==> src/rtl/me_search_ctrl_if.sv <==
// Handshake and decode bundle between the motion-estimation sequencer and its
// PE array / comparator / memories. The sequencer connects through the slave modport.
interface me_search_ctrl_if #(
  parameter int LOGN = 4,
  parameter int VPOS = 16
);
  localparam int N    = 1 << LOGN;
  localparam int LOGV = $clog2(VPOS);
  localparam int AW_R = 2 * LOGN;
  localparam int AW_S = $clog2((VPOS + N) * 2 * N);

  logic            start;
  logic            stall;
  logic            busy;
  logic            done;
  logic [N-1:0]    s1s2_mux;
  logic [N-1:0]    new_dist;
  logic [LOGN:0]   pe_ready;
  logic            comp_start;
  logic            blk_last;
  logic [LOGN-1:0] vec_x;
  logic [LOGV-1:0] vec_y;
  logic [AW_R-1:0] addr_r;
  logic [AW_S-1:0] addr_s1;
  logic [AW_S-1:0] addr_s2;

  modport master (
    output start, stall,
    input  busy, done, s1s2_mux, new_dist, pe_ready, comp_start, blk_last,
           vec_x, vec_y, addr_r, addr_s1, addr_s2
  );

  modport slave (
    input  start, stall,
    output busy, done, s1s2_mux, new_dist, pe_ready, comp_start, blk_last,
           vec_x, vec_y, addr_r, addr_s1, addr_s2
  );
endinterface

==> src/rtl/me_search_ctrl.sv <==
// Full-search block-matching sequencer: one counter walks every (candidate, pixel) pair;
// all addresses, PE strobes and motion vectors are pure decodes of state and count.
module me_search_ctrl #(
  parameter int LOGN = 4,
  parameter int VPOS = 16
) (
  input logic             clock,
  input logic             reset_n,
  me_search_ctrl_if.slave bus
);
  localparam int N    = 1 << LOGN;
  localparam int LOGV = $clog2(VPOS);
  localparam int CW   = 2 * LOGN + LOGV + 1;
  localparam int AW_S = $clog2((VPOS + N) * 2 * N);
  localparam logic [CW-1:0] LAST = CW'(N * N * VPOS + N - 1);

  typedef enum logic [1:0] {IDLE, RUN, DONE} state_e;

  state_e        state_q, state_d;
  logic [CW-1:0] cnt_q, cnt_d;

  // NOTE: reset is sampled on the clock edge here, so it belongs inside the clocked
  // branch rather than in the sensitivity list; all state updates use <=.
  always_ff @(posedge clock) begin
    if (!reset_n) begin
      state_q <= IDLE;
      cnt_q   <= '0;
    end else begin
      state_q <= state_d;
      cnt_q   <= cnt_d;
    end
  end

  // NOTE: every signal driven here gets a default first so no path can infer a latch.
  always_comb begin
    state_d = state_q;
    cnt_d   = cnt_q;
    case (state_q)
      IDLE: if (bus.start) begin
        state_d = RUN;
        cnt_d   = '0;
      end
      RUN: if (!bus.stall) begin
        if (cnt_q == LAST) state_d = DONE;
        else               cnt_d   = cnt_q + CW'(1);
      end
      DONE:    state_d = IDLE;
      default: state_d = IDLE;
    endcase
  end

  logic [LOGN-1:0]   col, row, t_col, t_row;
  logic [LOGV-1:0]   vr, t_vr;
  logic [2*LOGN-1:0] lo;
  logic [CW-2:0]     t;
  logic              comp;

  assign col  = cnt_q[LOGN-1:0];
  assign row  = cnt_q[2*LOGN-1:LOGN];
  assign vr   = cnt_q[CW-2:2*LOGN];
  assign lo   = cnt_q[2*LOGN-1:0];
  assign comp = (cnt_q >= CW'(N * N));

  // Port-2 stream lags port 1 by N cycles; the dropped MSB never matters once cnt >= N.
  assign t     = cnt_q[CW-2:0] - (CW-1)'(N);
  assign t_col = t[LOGN-1:0];
  assign t_row = t[2*LOGN-1:LOGN];
  assign t_vr  = t[CW-2:2*LOGN];

  always_comb begin
    bus.busy       = 1'b0;
    bus.done       = (state_q == DONE);
    bus.s1s2_mux   = '0;
    bus.new_dist   = '0;
    bus.pe_ready   = '0;
    bus.comp_start = 1'b0;
    bus.blk_last   = 1'b0;
    bus.vec_x      = '0;
    bus.vec_y      = '0;
    bus.addr_r     = '0;
    bus.addr_s1    = '0;
    bus.addr_s2    = '0;
    if (state_q == RUN) begin
      bus.busy       = 1'b1;
      bus.comp_start = comp;
      bus.blk_last   = (lo == {2 * LOGN{1'b1}});
      bus.vec_x      = col - LOGN'(N / 2);
      bus.vec_y      = vr - LOGV'(VPOS / 2);
      bus.addr_r     = lo;
      bus.addr_s1    = (AW_S'(vr) + AW_S'(row)) * AW_S'(2 * N) + AW_S'(col);
      if (cnt_q >= CW'(N))
        bus.addr_s2  = (AW_S'(t_vr) + AW_S'(t_row)) * AW_S'(2 * N) + AW_S'(t_col) + AW_S'(N);
      for (int i = 0; i < N; i++) begin
        bus.new_dist[i] = (lo == (2 * LOGN)'(i));
        bus.s1s2_mux[i] = (col >= LOGN'(i));
        if (bus.new_dist[i] && comp) bus.pe_ready = (LOGN + 1)'(i + 1);
      end
    end
  end
endmodule

==> src/flat_wrapper.sv <==
// flat-port wrapper written by rule: the top's interface ports become plain ports
module me_search_ctrl_flat 
#(
  parameter int LOGN = 4,
  parameter int VPOS = 16
)
  (clock, reset_n, bus_start, bus_stall, bus_busy, bus_done, bus_s1s2_mux, bus_new_dist, bus_pe_ready, bus_comp_start, bus_blk_last, bus_vec_x, bus_vec_y, bus_addr_r, bus_addr_s1, bus_addr_s2);
  me_search_ctrl_if #(.LOGN(LOGN), .VPOS(VPOS)) bus_i ();
  input logic clock;
  input logic reset_n;
  input wire logic [$bits(bus_i.start)-1:0] bus_start;
  input wire logic [$bits(bus_i.stall)-1:0] bus_stall;
  output wire logic [$bits(bus_i.busy)-1:0] bus_busy;
  output wire logic [$bits(bus_i.done)-1:0] bus_done;
  output wire logic [$bits(bus_i.s1s2_mux)-1:0] bus_s1s2_mux;
  output wire logic [$bits(bus_i.new_dist)-1:0] bus_new_dist;
  output wire logic [$bits(bus_i.pe_ready)-1:0] bus_pe_ready;
  output wire logic [$bits(bus_i.comp_start)-1:0] bus_comp_start;
  output wire logic [$bits(bus_i.blk_last)-1:0] bus_blk_last;
  output wire logic [$bits(bus_i.vec_x)-1:0] bus_vec_x;
  output wire logic [$bits(bus_i.vec_y)-1:0] bus_vec_y;
  output wire logic [$bits(bus_i.addr_r)-1:0] bus_addr_r;
  output wire logic [$bits(bus_i.addr_s1)-1:0] bus_addr_s1;
  output wire logic [$bits(bus_i.addr_s2)-1:0] bus_addr_s2;
  assign bus_i.start = bus_start;
  assign bus_i.stall = bus_stall;
  assign bus_busy = bus_i.busy;
  assign bus_done = bus_i.done;
  assign bus_s1s2_mux = bus_i.s1s2_mux;
  assign bus_new_dist = bus_i.new_dist;
  assign bus_pe_ready = bus_i.pe_ready;
  assign bus_comp_start = bus_i.comp_start;
  assign bus_blk_last = bus_i.blk_last;
  assign bus_vec_x = bus_i.vec_x;
  assign bus_vec_y = bus_i.vec_y;
  assign bus_addr_r = bus_i.addr_r;
  assign bus_addr_s1 = bus_i.addr_s1;
  assign bus_addr_s2 = bus_i.addr_s2;
  me_search_ctrl #(.LOGN(LOGN), .VPOS(VPOS)) u_core (.clock(clock), .reset_n(reset_n), .bus(bus_i));
endmodule
==> config.mk <==
export PLATFORM = sky130hd
export DESIGN_NAME = me_search_ctrl_flat
export DESIGN_NICKNAME = d
export VERILOG_FILES = /design/src/rtl/me_search_ctrl_if.sv /design/src/rtl/me_search_ctrl.sv /design/src/flat_wrapper.sv
export SDC_FILE = /design/constraint.sdc
export NUM_CORES = 1
export LEC_CHECK = 0
export CORE_ASPECT_RATIO = 0.9
export CORE_UTILIZATION = 45
export CTS_BUF_LIST = sky130_fd_sc_hd__clkbuf_16
export DETAILED_ROUTE_END_ITERATION = 7
export GPL_TIMING_DRIVEN = 0
export PLACE_DENSITY = 0.83
export REMOVE_ABC_BUFFERS = 1
export SLEW_MARGIN = 0
export SYNTH_ARGS = -nofsm -noshare
export SYNTH_HDL_FRONTEND = slang
export SYNTH_SLANG_ARGS = --single-unit
==> constraint.sdc <==
create_clock -name clock -period 7.1 [get_ports clock]
set_input_delay 0.71 -clock clock [delete_from_list [all_inputs] [get_ports clock]]
set_output_delay 0.71 -clock clock [all_outputs]
set_load 0.1 [all_outputs]
==> results of run 1 <==
-- cells by family (layout without fill, tap and decap cells) --
family | count (synthesis) | count (layout) | share of synthesized area
flops | 15 | 15 | 0.150
compound gates | 36 | 36 | 0.110
other cells | 1 | 1 | 0.00188
fa+ha+maj | 19 | 19 | 0.127
mux | 1 | 1 | 0.00501
buf+inv | 42 | 97 | 0.107
xor+xnor | 19 | 19 | 0.0833
simple gates | 148 | 148 | 0.416
-- state kept, by name, summed over array words and instances, names as in the netlist --
signal / flops
u_core.state_q: 2
u_core.cnt_q: 13
-- Yosys cell counts (2+ instances only) --
cell type / instances / area share
sky130_fd_sc_hd__xor2_1: 7 / 0.031
sky130_fd_sc_hd__buf_1: 4 / 0.0075
sky130_fd_sc_hd__or2_1: 2 / 0.0063
sky130_fd_sc_hd__dfxtp_1: 15 / 0.15
sky130_fd_sc_hd__o31ai_1: 3 / 0.011
sky130_fd_sc_hd__nor2b_1: 6 / 0.019
sky130_fd_sc_hd__ha_1: 17 / 0.11
sky130_fd_sc_hd__o211ai_1: 2 / 0.0075
sky130_fd_sc_hd__inv_1: 13 / 0.024
sky130_fd_sc_hd__nor3b_1: 2 / 0.0075
sky130_fd_sc_hd__nand2b_1: 2 / 0.0063
sky130_fd_sc_hd__o21ai_0: 4 / 0.010
sky130_fd_sc_hd__nor3b_2: 4 / 0.025
sky130_fd_sc_hd__xnor2_1: 12 / 0.053
sky130_fd_sc_hd__a21o_1: 4 / 0.015
sky130_fd_sc_hd__and3_1: 3 / 0.0094
sky130_fd_sc_hd__nand4_1: 2 / 0.0063
sky130_fd_sc_hd__nor4_2: 2 / 0.013
sky130_fd_sc_hd__nand3_1: 11 / 0.028
sky130_fd_sc_hd__and4_1: 2 / 0.0088
sky130_fd_sc_hd__and4bb_1: 2 / 0.013
sky130_fd_sc_hd__nor2_1: 44 / 0.083
sky130_fd_sc_hd__nor3_1: 10 / 0.025
sky130_fd_sc_hd__clkbuf_1: 6 / 0.011
sky130_fd_sc_hd__nand3b_1: 2 / 0.0075
sky130_fd_sc_hd__buf_4: 11 / 0.041
sky130_fd_sc_hd__o21ai_1: 3 / 0.0075
sky130_fd_sc_hd__and2_1: 15 / 0.047
sky130_fd_sc_hd__fa_1: 2 / 0.020
sky130_fd_sc_hd__a21oi_1: 16 / 0.040
sky130_fd_sc_hd__nor3_2: 4 / 0.020
sky130_fd_sc_hd__nor4_1: 5 / 0.016
sky130_fd_sc_hd__nand2_1: 24 / 0.045
sky130_fd_sc_hd__buf_2: 6 / 0.015
-- per-stage QoR --
| stage | power [mW] | instance area, um2 |
|---|---|---|
| floorplan | 0.131 | 1840 |
| global placement | 0.144 | 2700 |
| detailed placement | 0.145 | 2700 |
| CTS | 0.256 | 2780 |
| global route | 0.264 | 2780 |
| finish | 0.256 | 2780 |
-- path summary, 6_finish.rpt --
kind / from / to / slack, ns / cells past startpoint
worst max-delay path: u_core.cnt_q[6] / bus_addr_s2[8] / 2.66 / 10
worst min register to register: u_core.state_q[0] / u_core.state_q[0] / 0.57 / 1
worst max register to register: u_core.cnt_q[1] / u_core.cnt_q[7] / 4.88 / 6
worst min-delay path: u_core.state_q[0] / u_core.state_q[0] / 0.57 / 1
-- cell type report --
| type | instances | area, um2 |
|---|---|---|
| inverter | 14 | 52.6 |
| fill | 370 | 1380 |
| clock inverter | 1 | 5.00 |
| tap | 60 | 75.1 |
| timing repair buffer | 79 | 791 |
| clock buffer | 3 | 75.1 |
| sequential | 15 | 300 |
| multi-input combinational | 224 | 1480 |
-- routing by layer --
| layer | wire (um) | share of wire |
|---|---|---|
| met3 | 379 | 0.068 |
| met2 | 2610 | 0.47 |
| met5 | 0 | 0 |
| met1 | 2500 | 0.45 |
| met4 | 57 | 0.010 |
-- critical path: cells and delay by family (launching register included) --
| kind | cells | cell delay (ns) |
|---|---|---|
| DFF | 1 | 0.74 |
| adders and majority gates | 1 | 0.28 |
| xor gates and xnor gates | 2 | 0.37 |
| AOI/OAI and AO/OA | 2 | 0.33 |
| and+or+nand+nor | 4 | 0.63 |
| buffers and inverters | 1 | 1.13 |
-- where the power goes --
part	switching [mW]	leakage (nW)	internal (mW)
sequential	0.00189	0.121	0.0852
clock	0.0371	0.0409	0.0754
combinational	0.0441	0.919	0.0122
total	0.0831	1.08	0.173
==> summary.md, run 1 <==
| Metric | Value |
|---|---|
| Port-buffer cells | 79 |
| Average cell area after synthesis | 7.11 um2 |
| Drt wl/cell | between 10 and 15 um |
| Fraction of layout instances using a drive strength above 1 | 0.0565 |
| Total Neg Setup Slack | 0 ns |
| Total half-perimeter wirelength after legalization and detailed placement | roughly 4100 um |
| Number of H-tree branching levels | 1 |
| Number of violations reported at the end of detailed-routing iteration 0 | 213 |
| Share of synthesized registers carrying an async set or reset | 0 |
| Die boundary width | 72.2 um |
| Maximum fanout count along the critical path | 18 |
| Met1 Track Usage GR | 0.320 |
| Post-synthesis to final-layout area growth | 39.3% |
| CTS resizes | 0 |
| Part of the cycle the worst path needs | 0.625 |
| Arrival time at the worst endpoint | 3.73 ns |
| Clock transition at the registers of the reported paths | 0.05 ns |
| Antenna viol nets, final | 0 |
| Per-cell via count in the routed design | approximately 5.4 |
| Drc violations | 0 |
| CTS Buf Count | 3 |
| Setup repair after global routing missed its margin | false |
| Power Dens Cells | 92.0 nW/um2 |
| Required time of the critical path | between 6 and 7 ns |
| Via count of the first global-routing pass | 1945 |
| Portion of the post-synthesis area used by sequential elements | 0.150 |
| GRT Resource Usage Total | 0.243 |
| Via Count | 2139 |
| Synth unique cells | 48 |
| Antenna cells | 0 |
| Maximum clock skew at final layout | between 0.004 and 0.005 ns |
| Number of placement rows | 22 |
| Worst Setup Slack post-DPL | 2.94 ns |
| Most used flip-flop cell after synthesis | sky130_fd_sc_hd__dfxtp_1 |
| Leak Pwr | 1.08 nW |
| Number of buffers on the longest clock path | 2 |
| Global-route wire length before repair | 9140 um |
| Top library cells by usage in the layout, fill and taps aside | sky130_fd_sc_hd__clkdlybuf4s50_1 (79), sky130_fd_sc_hd__nor2_1 (44), sky130_fd_sc_hd__nand2_1 (24) |
| Outcome | finished, final reports clean |
| Met2 Usage GRT | 0.405 |
| Max Transition Viols Final | 0 |
| Clock Tree Root | sky130_fd_sc_hd__clkbuf_16 |
| Largest stage delay on the critical path | 1.13 ns |
| Max rail drop VDD | 0.125 mV |
| Critical path cell sequence | nor2_1 > nand3_1 > nor2_1 > xor2_1 > ha_1 > a21o_1 > a21oi_1 > xnor2_1 > and2_1 > clkdlybuf4s50_1 |
| Slew HR | 0.0921 |
| Most frequent standard cell in the layout excluding fill and tap cells | sky130_fd_sc_hd__clkdlybuf4s50_1 |
| Number of setup violations in the final report | 0 |
| Post-CTS repair timing setup buffer count | 0 |
| Final hold violations | 0 |
| Overall die height | 65.2 um |
| Placeable core region | around 4200 um2 |
| Length of the first detailed-routing pass in iterations | 4 |
| Count of placed standard cells in the final layout, fillers left out | 396 |
| Class of the tightest hold or removal check | reg2reg |
| Mapped Area | 2000 um2 |
| Nets | 360 |
| Kind of launch point of the worst setup path | flip-flop |
| Largest net degree at the start of global routing | 24 |
| Routability congestion estimate from global placement | 0.869 |
| Crit path setup slack, layout | about 2.7 ns |
| Die area | 4710 um2 |
| Met3 usage | 0.0291 |
| GRT overflow | 0 |
| Final min period | 4.44 ns |
| Count of state elements after synthesis | 15 |
| Final cell utilization of the core | 0.669 |
| Wire length reported by the detailed router | 5550 um |
| Clk Latency, worst-skew pair | 0.25 ns |
| Global routing's busiest layer | met2 |
| Synth Warn # | 0 |
| Most numerous cell on the critical path | sky130_fd_sc_hd__nor2_1 |
| Antenna violations before repair | 0 |
| Worst Path Class, Setup | reg2out |
| Count of boundary I/O pins | 81 |
| F_max | 225 MHz |
| Count of maximum capacitance violations | 0 |
| Total clock sinks | 15 |
| TritonCTS clock tree | done |
| Post-Route Hold Slack | 0.572 ns |
| Post-synth EDFFs | 0 |
| Cell Count Post-Placement | 392 |
| Post-synthesis cell count | 281 |
| Post-cts hold buffer count | 0 |
| Worst Tran Pin Value | about 1.4 ns |
| Slowest stage cell on the critical path | sky130_fd_sc_hd__clkdlybuf4s50_1 |
| Initial standard-cell utilization of the core | 0.480 |
| Type of element capturing the critical path | primary output |
(Power assumes the default switching activity.)
==> run 2: changes to the inputs <==
--- a/config.mk
+++ b/config.mk
@@ -6,11 +6,11 @@
 export NUM_CORES = 1
 export LEC_CHECK = 0
 export CORE_ASPECT_RATIO = 0.9
-export CORE_UTILIZATION = 45
+export CORE_UTILIZATION = 40
 export CTS_BUF_LIST = sky130_fd_sc_hd__clkbuf_16
 export DETAILED_ROUTE_END_ITERATION = 7
 export GPL_TIMING_DRIVEN = 0
-export PLACE_DENSITY = 0.83
+export PLACE_DENSITY = 0.78
 export REMOVE_ABC_BUFFERS = 1
 export SLEW_MARGIN = 0
 export SYNTH_ARGS = -nofsm -noshare
==> constraint.sdc (replaced) <==
create_clock -name clock -period 4.03 [get_ports clock]
set_input_delay 0.403 -clock clock [delete_from_list [all_inputs] [get_ports clock]]
set_output_delay 0.403 -clock clock [all_outputs]
set_load 0.1 [all_outputs]
==> run 2 against run 1 <==
Net effect:
- die area is 12% higher
- critical path depth is 2 lower
- worst setup slack worse by 2.5 ns
- clock-buffer cell count stayed put
- first-iteration DRC count is 23% higher
- register-to-register slack worse by 3.1 ns
- via count is 0.37% lower
- non-clock buffer count is 1 higher
- utilization is 8.6 points lower
==> summary.md, run 2 (synthesized netlist as in run 1, its figures left out) <==
| Metric | Value |
|---|---|
| Initial standard-cell utilization of the core | 0.413 (-0.0674) |
| Wire length reported by the detailed router | 5630 um (+1.6%) |
| Total clock sinks | 15 (unchanged) |
| Beginning of the worst register-to-register path | u_core.cnt_q[1] |
| CTS resizes | 1 (+1) |
| Total power of the final layout | 0.447 mW (+75%) |
| GRT Resource Usage Total | 0.209 (-0.0342) |
| Critical path cell sequence | nor2_1 > nand3_1 > nor2_1 > xor2_1 > fa_1 > xor2_1 > and2_1 > clkdlybuf4s50_1 |
| Number of H-tree branching levels | 1 (unchanged) |
| Post-detailed-placement cell area | 2710 um2 (+0.23%) |
| Total half-perimeter wirelength after legalization and detailed placement | 4100 um (-0.44%) |
| Most frequent standard cell in the layout excluding fill and tap cells | sky130_fd_sc_hd__clkdlybuf4s50_1 |
| Origin of the worst min-delay path | u_core.state_q[0] |
| R2r setup slk | 1.79 ns (-3.09 ns) |
| Drc violations | 0 (unchanged) |
| Nets | 361 (+0.28%) |
| Count of boundary I/O pins | 81 (unchanged) |
| Cell count of the worst hold path | 1 (unchanged) |
| Clock Tree Root | sky130_fd_sc_hd__clkbuf_16 |
| Crit path setup slack, layout | 0.119 ns (-2.54 ns) |
| Maximum clock skew at final layout | 0.00173 ns (-0.00293 ns) |
| Slowest stage cell on the critical path | sky130_fd_sc_hd__clkdlybuf4s50_1 |
| Routability congestion estimate from global placement | 0.841 (-3.2%) |
| Maximum fanout count along the critical path | 18 (unchanged) |
| Global routing's busiest layer | met2 |
| CTS Buf Count | 3 (unchanged) |
| Die boundary width | 76.5 um (+5.9%) |
| Port-buffer cells | 79 (unchanged) |
| Placeable core region | 4830 um2 (+16%) |
| Antenna cells | 0 (unchanged) |
| Sequential Area | 300 um2 (unchanged) |
| Number of placement rows | 24 (+9.1%) |
| Leak Pwr | 1.31 nW (+22%) |
| Drt wl/cell | 14.0 um (about the same) |
| GRT overflow | 0 (unchanged) |
| Total Neg Setup Slack | 0 ns (unchanged) |
| Count of maximum capacitance violations | 0 (unchanged) |
| Required time of the critical path | 3.63 ns (-2.76 ns) |
| Per-cell via count in the routed design | 5.30 (-1.9%) |
| Layout Cell Area excl Fill | 2820 um2 (+1.4%) |
| Antenna violations before repair | 0 (unchanged) |
| Largest stage delay on the critical path | 1.14 ns (about the same) |
| F_max | 256 MHz |
| Overall die height | 69.0 um (+5.9%) |
| Arrival time at the worst endpoint | 3.51 ns (-0.22 ns) |
| Worst Path Class, Setup | reg2out |
| Max rail drop VDD | 0.167 mV (+34%) |
| Global-route wire length before repair | 9130 um (-0.15%) |
| Footprint of the multi-input gates | 1480 um2 (unchanged) |
| Clk Latency, worst-skew pair | 0.25 ns (about the same) |
| Number of buffers on the longest clock path | 2 (unchanged) |
| Slew HR | 0.337 (+0.245) |
| Layout fillers | 445 (+20%) |
| Max Transition Viols Final | 0 (unchanged) |
| Part of the cycle the worst path needs | 0.971 |
| Final min period | approximately 4 ns |
| Number of setup violations in the final report | 0 (unchanged) |
| Hold endpoint | u_core.state_q[0] |
| Top library cells by usage in the layout, fill and taps aside | sky130_fd_sc_hd__clkdlybuf4s50_1 (66), sky130_fd_sc_hd__nor2_1 (44), sky130_fd_sc_hd__nand2_1 (24) |
| Kind of launch point of the worst setup path | flip-flop |
| Post-synthesis to final-layout area growth | 41.3% |
| Length of the first detailed-routing pass in iterations | 4 (unchanged) |
| Critical register-to-register path endpoint | u_core.cnt_q[0] |
| Via Count | 2131 (-0.37%) |
| TritonCTS clock tree | done |
| Worst Setup Slack post-DPL | 0.205 ns (-2.73 ns) |
| Class of the tightest hold or removal check | reg2reg |
| Number of violations reported at the end of detailed-routing iteration 0 | 261 (+23%) |
| Largest registers | u_core.cnt_q (13), u_core.state_q (2) |
| Register containing the most flip-flops in the final layout | u_core.cnt_q |
| Power Dens Cells | 158 nW/um2 (+72%) |
| Met1 Track Usage GR | 0.274 (-0.0461) |
| Type of element capturing the critical path | primary output |
| Fraction of layout instances using a drive strength above 1 | 0.0593 (+0.00280) |
| Met2 Usage GRT | 0.364 (-0.0410) |
| Worst r2r path cells | 6 (unchanged) |
| Post-cts hold buffer count | 0 (unchanged) |
| Met3 usage | 0.0265 (-0.00265) |
| Max FFs per register | 13 (unchanged) |
| Die area | 5280 um2 (+12%) |
| Via count of the first global-routing pass | 1925 (-1.0%) |
| Final hold violations | 0 (unchanged) |
| Post-CTS repair timing setup buffer count | 0 (unchanged) |
| Setup repair after global routing missed its margin | false |
| Clock transition at the registers of the reported paths | 0.05 ns (about the same) |
| Antenna viol nets, final | 0 (unchanged) |
| Outcome | finished, final reports clean |
| Worst Tran Pin Value | 0.991 ns (-0.359 ns) |
| Largest net degree at the start of global routing | 24 (unchanged) |
[run 2: critical path, delay by kind of cell (launching register included)]
| family | cells | cell delay, ns |
|---|---|---|
| adder cells (fa/ha/maj) | 1 | 0.45 |
| XOR/XNOR | 2 | 0.31 |
| buffers and inverters | 1 | 1.14 |
| flip-flops | 1 | 0.74 |
| AND/OR/NAND/NOR | 4 | 0.60 |
[run 2: layout make-up]
cell class | count | share of cell area
inverter | 14 | 0.0186
clock buffer | 3 | 0.0266
multi-input combinational | 224 | 0.525
sequential | 15 | 0.106
tap | 65 | 0.0288
timing repair buffer | 80 | 0.292
clock inverter | 1 | 0.00177
[run 2: layer usage]
layer / vias up / share of wire
met2: 78 / 0.48
met1: 996 / 0.45
met4: 0 / 0.0051
li1: 1053 / -
met3: 4 / 0.068
met5: - / 0
[run 2: how the worst max path moves through the flow]
stage	startpoint	slack, ns	cells past startpoint	endpoint
after CTS	u_core.state_q[0]	0.008	7	bus_pe_ready[0]
after global routing	u_core.state_q[0]	0.005	5	bus_s1s2_mux[10]
after global placement	u_core.cnt_q[6]	0.20	10	bus_addr_s2[8]
final	u_core.cnt_q[6]	0.12	8	bus_addr_s2[7]
after floorplan	u_core.state_q[0]	-1.39	4	bus_pe_ready[1]
after detailed placement	u_core.cnt_q[6]	0.20	10	bus_addr_s2[8]
[run 2: through the flow]
step,hold WS (ns),utilization,std cells
after floorplan,0.506,-,253
after global placement,0.576,0.560,397
after detailed placement,0.596,0.560,397
after CTS,0.587,0.576,401
after global routing,0.616,0.584,402
final,0.583,0.584,402
[run 2: power by group]
group	internal [mW]	leakage, nW	switching (mW)
clock network	0.133	0.0409	0.0614
registers	0.150	0.121	0.00286
logic	0.0220	1.15	0.0777
total	0.305	1.31	0.142
